[src/rtl/piso_stream_tx.sv]
// piso_stream_tx
// Parallel-in serial-out transmitter. Accepts WIDTH-bit words over a
// valid/ready handshake and shifts each one out one bit per clock as a
// framed serial stream, optionally followed by an even-parity bit.
// A one-word holding buffer lets the next word be handed over while the
// current frame is still shifting, so frames can stream back-to-back.
//
// Parameters:
//   WIDTH      data bits per word (>= 2)
//   LSB_FIRST  1 = bit 0 leaves first, 0 = bit WIDTH-1 leaves first
//   PARITY     1 = append an even-parity bit after the data bits
//
// Ports:
//   clk      rising-edge clock
//   clear_n  asynchronous active-low reset
//   p_in     parallel word from upstream
//   p_valid  p_in holds a word to transfer
//   p_ready  a word can be accepted this cycle (holding buffer empty)
//   s_out    serial bit
//   s_valid  s_out carries a frame bit this cycle
//   s_start  first bit of a frame
//   done     last bit of a frame
//   busy     a frame is shifting or the holding buffer is full
module piso_stream_tx #(
  parameter int WIDTH     = 4,
  parameter bit LSB_FIRST = 1'b1,
  parameter bit PARITY    = 1'b0
) (
  input  logic             clk,
  input  logic             clear_n,
  input  logic [WIDTH-1:0] p_in,
  input  logic             p_valid,
  output logic             p_ready,
  output logic             s_out,
  output logic             s_valid,
  output logic             s_start,
  output logic             done,
  output logic             busy
);

  localparam int F  = WIDTH + int'(PARITY);
  localparam int CW = $clog2(F + 1);
  localparam logic [CW-1:0] LAST = CW'(F - 1);

  typedef enum logic {
    IDLE  = 1'b0,
    SHIFT = 1'b1
  } state_t;

  state_t           state, state_nxt;
  logic [F-2:0]     shreg, shreg_nxt;
  logic [CW-1:0]    cnt, cnt_nxt;
  logic [WIDTH-1:0] hold_word, hold_word_nxt;
  logic             hold_full, hold_full_nxt;
  logic             s_out_nxt, s_valid_nxt, s_start_nxt, done_nxt, busy_nxt;
  logic             transfer;
  logic             do_load;
  logic [F-1:0]     load_frame;
  logic [F-1:0]     frame_in, frame_hold;

  // Reorders a word into transmit order: bit 0 of the result is the first
  // bit on the line, and the parity bit (if any) sits at the top.
  function automatic logic [F-1:0] build_frame(input logic [WIDTH-1:0] word);
    logic [F-1:0] f;
    f = '0;
    for (int i = 0; i < WIDTH; i++) begin
      f[i] = LSB_FIRST ? word[i] : word[WIDTH-1-i];
    end
    if (PARITY) begin
      f[F-1] = ^word;
    end
    return f;
  endfunction

  // p_ready depends only on the registered flag so upstream never sees a
  // combinational path back from its own p_valid.
  assign p_ready    = !hold_full;
  assign transfer   = p_valid && p_ready;
  assign frame_in   = build_frame(p_in);
  assign frame_hold = build_frame(hold_word);

  // Next-state logic. The holding register only ever fills while a frame
  // is in progress and not on its last bit; on the last bit the shifter is
  // reloaded from the holding register first, else directly from p_in,
  // which is what keeps s_valid continuously high between frames.
  always_comb begin
    state_nxt     = state;
    shreg_nxt     = shreg;
    cnt_nxt       = cnt;
    hold_word_nxt = hold_word;
    hold_full_nxt = hold_full;
    s_out_nxt     = s_out;
    s_valid_nxt   = s_valid;
    s_start_nxt   = 1'b0;
    do_load       = 1'b0;
    load_frame    = frame_in;

    case (state)
      IDLE: begin
        if (transfer) begin
          do_load    = 1'b1;
          load_frame = frame_in;
        end else begin
          s_valid_nxt = 1'b0;
          s_out_nxt   = 1'b0;
          cnt_nxt     = '0;
        end
      end

      SHIFT: begin
        if (cnt == LAST) begin
          if (hold_full) begin
            do_load       = 1'b1;
            load_frame    = frame_hold;
            hold_full_nxt = 1'b0;
          end else if (transfer) begin
            do_load    = 1'b1;
            load_frame = frame_in;
          end else begin
            state_nxt   = IDLE;
            s_valid_nxt = 1'b0;
            s_out_nxt   = 1'b0;
            cnt_nxt     = '0;
            shreg_nxt   = '0;
          end
        end else begin
          cnt_nxt   = cnt + CW'(1);
          s_out_nxt = shreg[0];
          shreg_nxt = shreg >> 1;
          if (transfer) begin
            hold_word_nxt = p_in;
            hold_full_nxt = 1'b1;
          end
        end
      end

      default: begin
        state_nxt = IDLE;
      end
    endcase

    // A load presents frame bit 0 right away and parks the rest.
    if (do_load) begin
      state_nxt   = SHIFT;
      s_out_nxt   = load_frame[0];
      shreg_nxt   = load_frame[F-1:1];
      cnt_nxt     = '0;
      s_valid_nxt = 1'b1;
      s_start_nxt = 1'b1;
    end

    done_nxt = s_valid_nxt && (cnt_nxt == LAST);
    busy_nxt = (state_nxt == SHIFT) || hold_full_nxt;
  end

  // State and registered outputs; reset abandons any frame and discards
  // the holding word.
  always_ff @(posedge clk or negedge clear_n) begin
    if (!clear_n) begin
      state     <= IDLE;
      shreg     <= '0;
      cnt       <= '0;
      hold_word <= '0;
      hold_full <= 1'b0;
      s_out     <= 1'b0;
      s_valid   <= 1'b0;
      s_start   <= 1'b0;
      done      <= 1'b0;
      busy      <= 1'b0;
    end else begin
      state     <= state_nxt;
      shreg     <= shreg_nxt;
      cnt       <= cnt_nxt;
      hold_word <= hold_word_nxt;
      hold_full <= hold_full_nxt;
      s_out     <= s_out_nxt;
      s_valid   <= s_valid_nxt;
      s_start   <= s_start_nxt;
      done      <= done_nxt;
      busy      <= busy_nxt;
    end
  end

endmodule

[config.mk]
export PLATFORM = sky130hd
export DESIGN_NAME = piso_stream_tx
export DESIGN_NICKNAME = d
export VERILOG_FILES = /design/src/rtl/piso_stream_tx.sv
export SDC_FILE = /design/constraint.sdc
export NUM_CORES = 1
export LEC_CHECK = 0
export ABC_AREA = 1
export CAP_MARGIN = 0
export CORE_AREA = 2 2 42 64
export CTS_CLUSTER_DIAMETER = 40
export CTS_CLUSTER_SIZE = 28
export DETAILED_ROUTE_END_ITERATION = 8
export DIE_AREA = 0 0 44 66
export PLACE_DENSITY = 0.59
export SLEW_MARGIN = 20
export SYNTH_ARGS = -nofsm -noshare
export SYNTH_HDL_FRONTEND = slang
export SYNTH_SLANG_ARGS = --single-unit
[constraint.sdc]
create_clock -name clk -period 1.7 [get_ports clk]
set_clock_uncertainty 0.1 [all_clocks]
set_input_delay 0.17 -clock clk [delete_from_list [all_inputs] [get_ports clk]]
set_output_delay 0.17 -clock clk [all_outputs]
set_load 0.01 [all_outputs]
==> flow_summary_export.csv <==
group,metric,value,unit
clocking,clock_path_buffers,2,
logic_synthesis,synth_area,795,µm²
sta,period_minus_slack,1.61,ns
setup_path,cpPeakStageDelay,0.53,ns
logic_synthesis,synth_seq_cells,17,
route,drc,0,
logic_synthesis,synthArstFlopShare,100,%
setup_path,required,1.43,ns
route,via_count,671,
route,vias_per_cell,4.76,
logic_synthesis,synth_enable_flop_cells,0,
sta,setup_viol,0,
sta,timing.final.hold_violations,0,
logic_synthesis,syn_inst,99,
logic_synthesis,yosysTopAreaCellShare,53.5,%
setup_path,worst_ep_arrival_time,1.34,ns
pwr,power_density,1590,nW/µm²
sta,rsz0062_at_grt,"false",
grt,grt_pass1_wl,2730,µm
setup_path,path_max_fanout,3,
finish,antenna_cells,0,
die,die_h,66,µm
logic_synthesis,ys_top_cells_by_count,"nand2_1 (29), dfrtp_1 (17), inv_1 (15)",
logic_synthesis,ys_warn_count,0,
route,drt_first_iter_violations,17,
die,die_area,2900,µm²
sta,period_share,94.4,%
setup_path,r2r-end,"shreg[0]$_DFFE_PN0P_",
outcome,status,"complete, no violations",
place,place.gp.congestion,0.851,
logic_synthesis,synth_nets,107,
logic_synthesis,synth_ff_type,"dfrtp_1",
clocking,numClockSinks,17,
setup_path,cp-start-kind,"register",
clocking,clk_pin_slew,0.10,ns
logic_synthesis,yosysTopAreaCell,"dfrtp_1",
pwr,worst_ir_drop_vdd,0.668,mV
finish,fin_nets,126,
grt,grt_pass1_vias,649,
route,ant_nets,0,
clocking,hold_buffers,0,
grt,grt.total_usage,13.4,%
place,io_buffer_count,12,
setup_path,reg2reg_slack,0.22,ns
clocking,cts_buffers,3,
sta,max_freq,623,MHz
pwr,power.leakage,0.509,nW
logic_synthesis,synthTopCellsByArea,"dfrtp_1 (54%), nand2_1 (14%), inv_1 (7.1%)",
logic_synthesis,ys_types,15,
grt,grt_max_degree,18,
clocking,cts_root_buf,"clkbuf_4",
place,post-place-ws,0.0679,ns
die,dieWidth,44,µm
die,start_util,33.6,%
setup_path,cp_cell_sequence,"inv_1, clkdlybuf4s50_1",
logic_synthesis,synth_most_common_cell,"nand2_1",
place,hpwl,1260,µm
clocking,clk_latency,0.30,ns
sta,relSlewSlack,81.3,%
setup_path,endpoint_kind,"output pin",
hold_path,hp-class,"in -> async",
logic_synthesis,syn_area_per_cell,8.03,µm²
setup_path,reg2reg_depth,8,
sta,slew_viol_final,0,
sta,worstMarginPinSlew,0.280,ns
die,coreArea,2370,µm²
sta,finalSetupTns,0,ns
grt,grt_antenna_before_repair,0,
clocking,cts_tree,"built",
finish,syn2layout_area_growth,24.1,%
logic_synthesis,ys_seq_area_share,53.5,%
setup_path,reg2reg_from,"cnt[0]$_DFF_PN0_",
clocking,cts_max_level,1,
grt,grt-ovfl-total,0,
setup_path,cp_slowest_cell,"clkdlybuf4s50_1",
route,drt_first_pass_iters,4,
die,ioPinCount,13,
die,rows,22,
setup_path,crit_type,"reg -> out",
sta,layout_setup_ws,0.0945,ns
route,wl_per_cell,11.7,µm
route,drt-total-wl,1650,µm
clocking,cts_resized,0,
job,cap_violations,0,
finish,fill_cells,239,
finish,drive_gt1_share,9.40,%
[logic make-up (layout without fill, tap and decap cells)]
family	Yosys count	after routing	share of synthesized area (%)
fa+ha+maj	1	1	1.57
simple gates	55	55	29.3
buf+inv	17	35	8.50
flops	17	17	53.5
compound gates	9	9	7.09
[per-layer routing]
metal | share of wire [%] | GRT usage (%)
met1 | 41 | 14.1
met2 | 51 | 21.5
met3 | 3.9 | 2.46
met4 | 4.5 | 12.5
met5 | 0 | 0
[how the worst max path moves through the flow]
stage	endpoint	cells past startpoint	start
after floorplan	shreg[1]$_DFFE_PN0P_	8	cnt[0]$_DFF_PN0_
after global placement	s_valid$_DFF_PN0_	9	p_valid
after detailed placement	s_valid$_DFF_PN0_	9	p_valid
after CTS	p_ready	2	hold_full$_DFF_PN0_
after global routing	shreg[0]$_DFFE_PN0P_	8	cnt[0]$_DFF_PN0_
final	p_ready	2	hold_full$_DFF_PN0_
[stage by stage]
| stage | total power, W | instances | area [µm²] | utilization (%) | hold slack [ns] |
|---|---|---|---|---|---|
| floorplan | 0.00109 | 99 | 795 | - | -0.226 |
| global placement | 0.00131 | 135 | 945 | 39.9 | 0.358 |
| detailed placement | 0.00133 | 135 | 945 | 39.9 | 0.371 |
| CTS | 0.00155 | 139 | 971 | 41.0 | 0.0900 |
| global route | 0.00172 | 141 | 986 | 41.6 | 0.0781 |
| finish | 0.00157 | 141 | 986 | 41.6 | 0.0815 |
[repair_timing]
action,in CTS,in global routing
hold endpoints to repair,0,0
setup buffers,0,2
endpoints found under the setup margin,0,1
[cell type report]
class,count,area (µm²),share of cell area (%)
inverters,16,60.1,6.09
repair buffers,15,143,14.5
clock buffers,4,26.3,2.66
flip-flops and latches,17,425,43.1
well taps,24,30.0,3.05
multi-input cells,65,302,30.6
[worst max-delay path: cells and delay by family (launching register included)]
| family | cells | cell delay [ns] |
|---|---|---|
| buf+inv | 2 | 0.62 |
| flops | 1 | 0.41 |
[cells in the final DEF (no fill, tap or decap), types with 2 or more instances in the layout]
cell / count
buf_4: 3
clkdlybuf4s50_1: 12
nand2_1: 29
dfrtp_1: 17
nand3_1: 8
o21ai_0: 3
o21ai_1: 4
nand2_2: 2
clkbuf_4: 3
nor2_1: 14
inv_1: 15
[power breakdown]
group | leakage, nW | internal, W | total [W] | switching, W
clock | 0.0150 | 0.0000916 | 0.000226 | 0.000135
combinational | 0.288 | 0.000308 | 0.000724 | 0.000416
sequential | 0.206 | 0.000548 | 0.000621 | 0.0000725
[registers in the layout, indices dropped and copies added, names as in the netlist]
name	flops
done	1
busy	1
s_valid	1
cnt	3
shreg	3
hold_full	1
state	1
s_out	1
s_start	1
frame_hold	4
No activity file was read; power rests on OpenSTA's default activity.
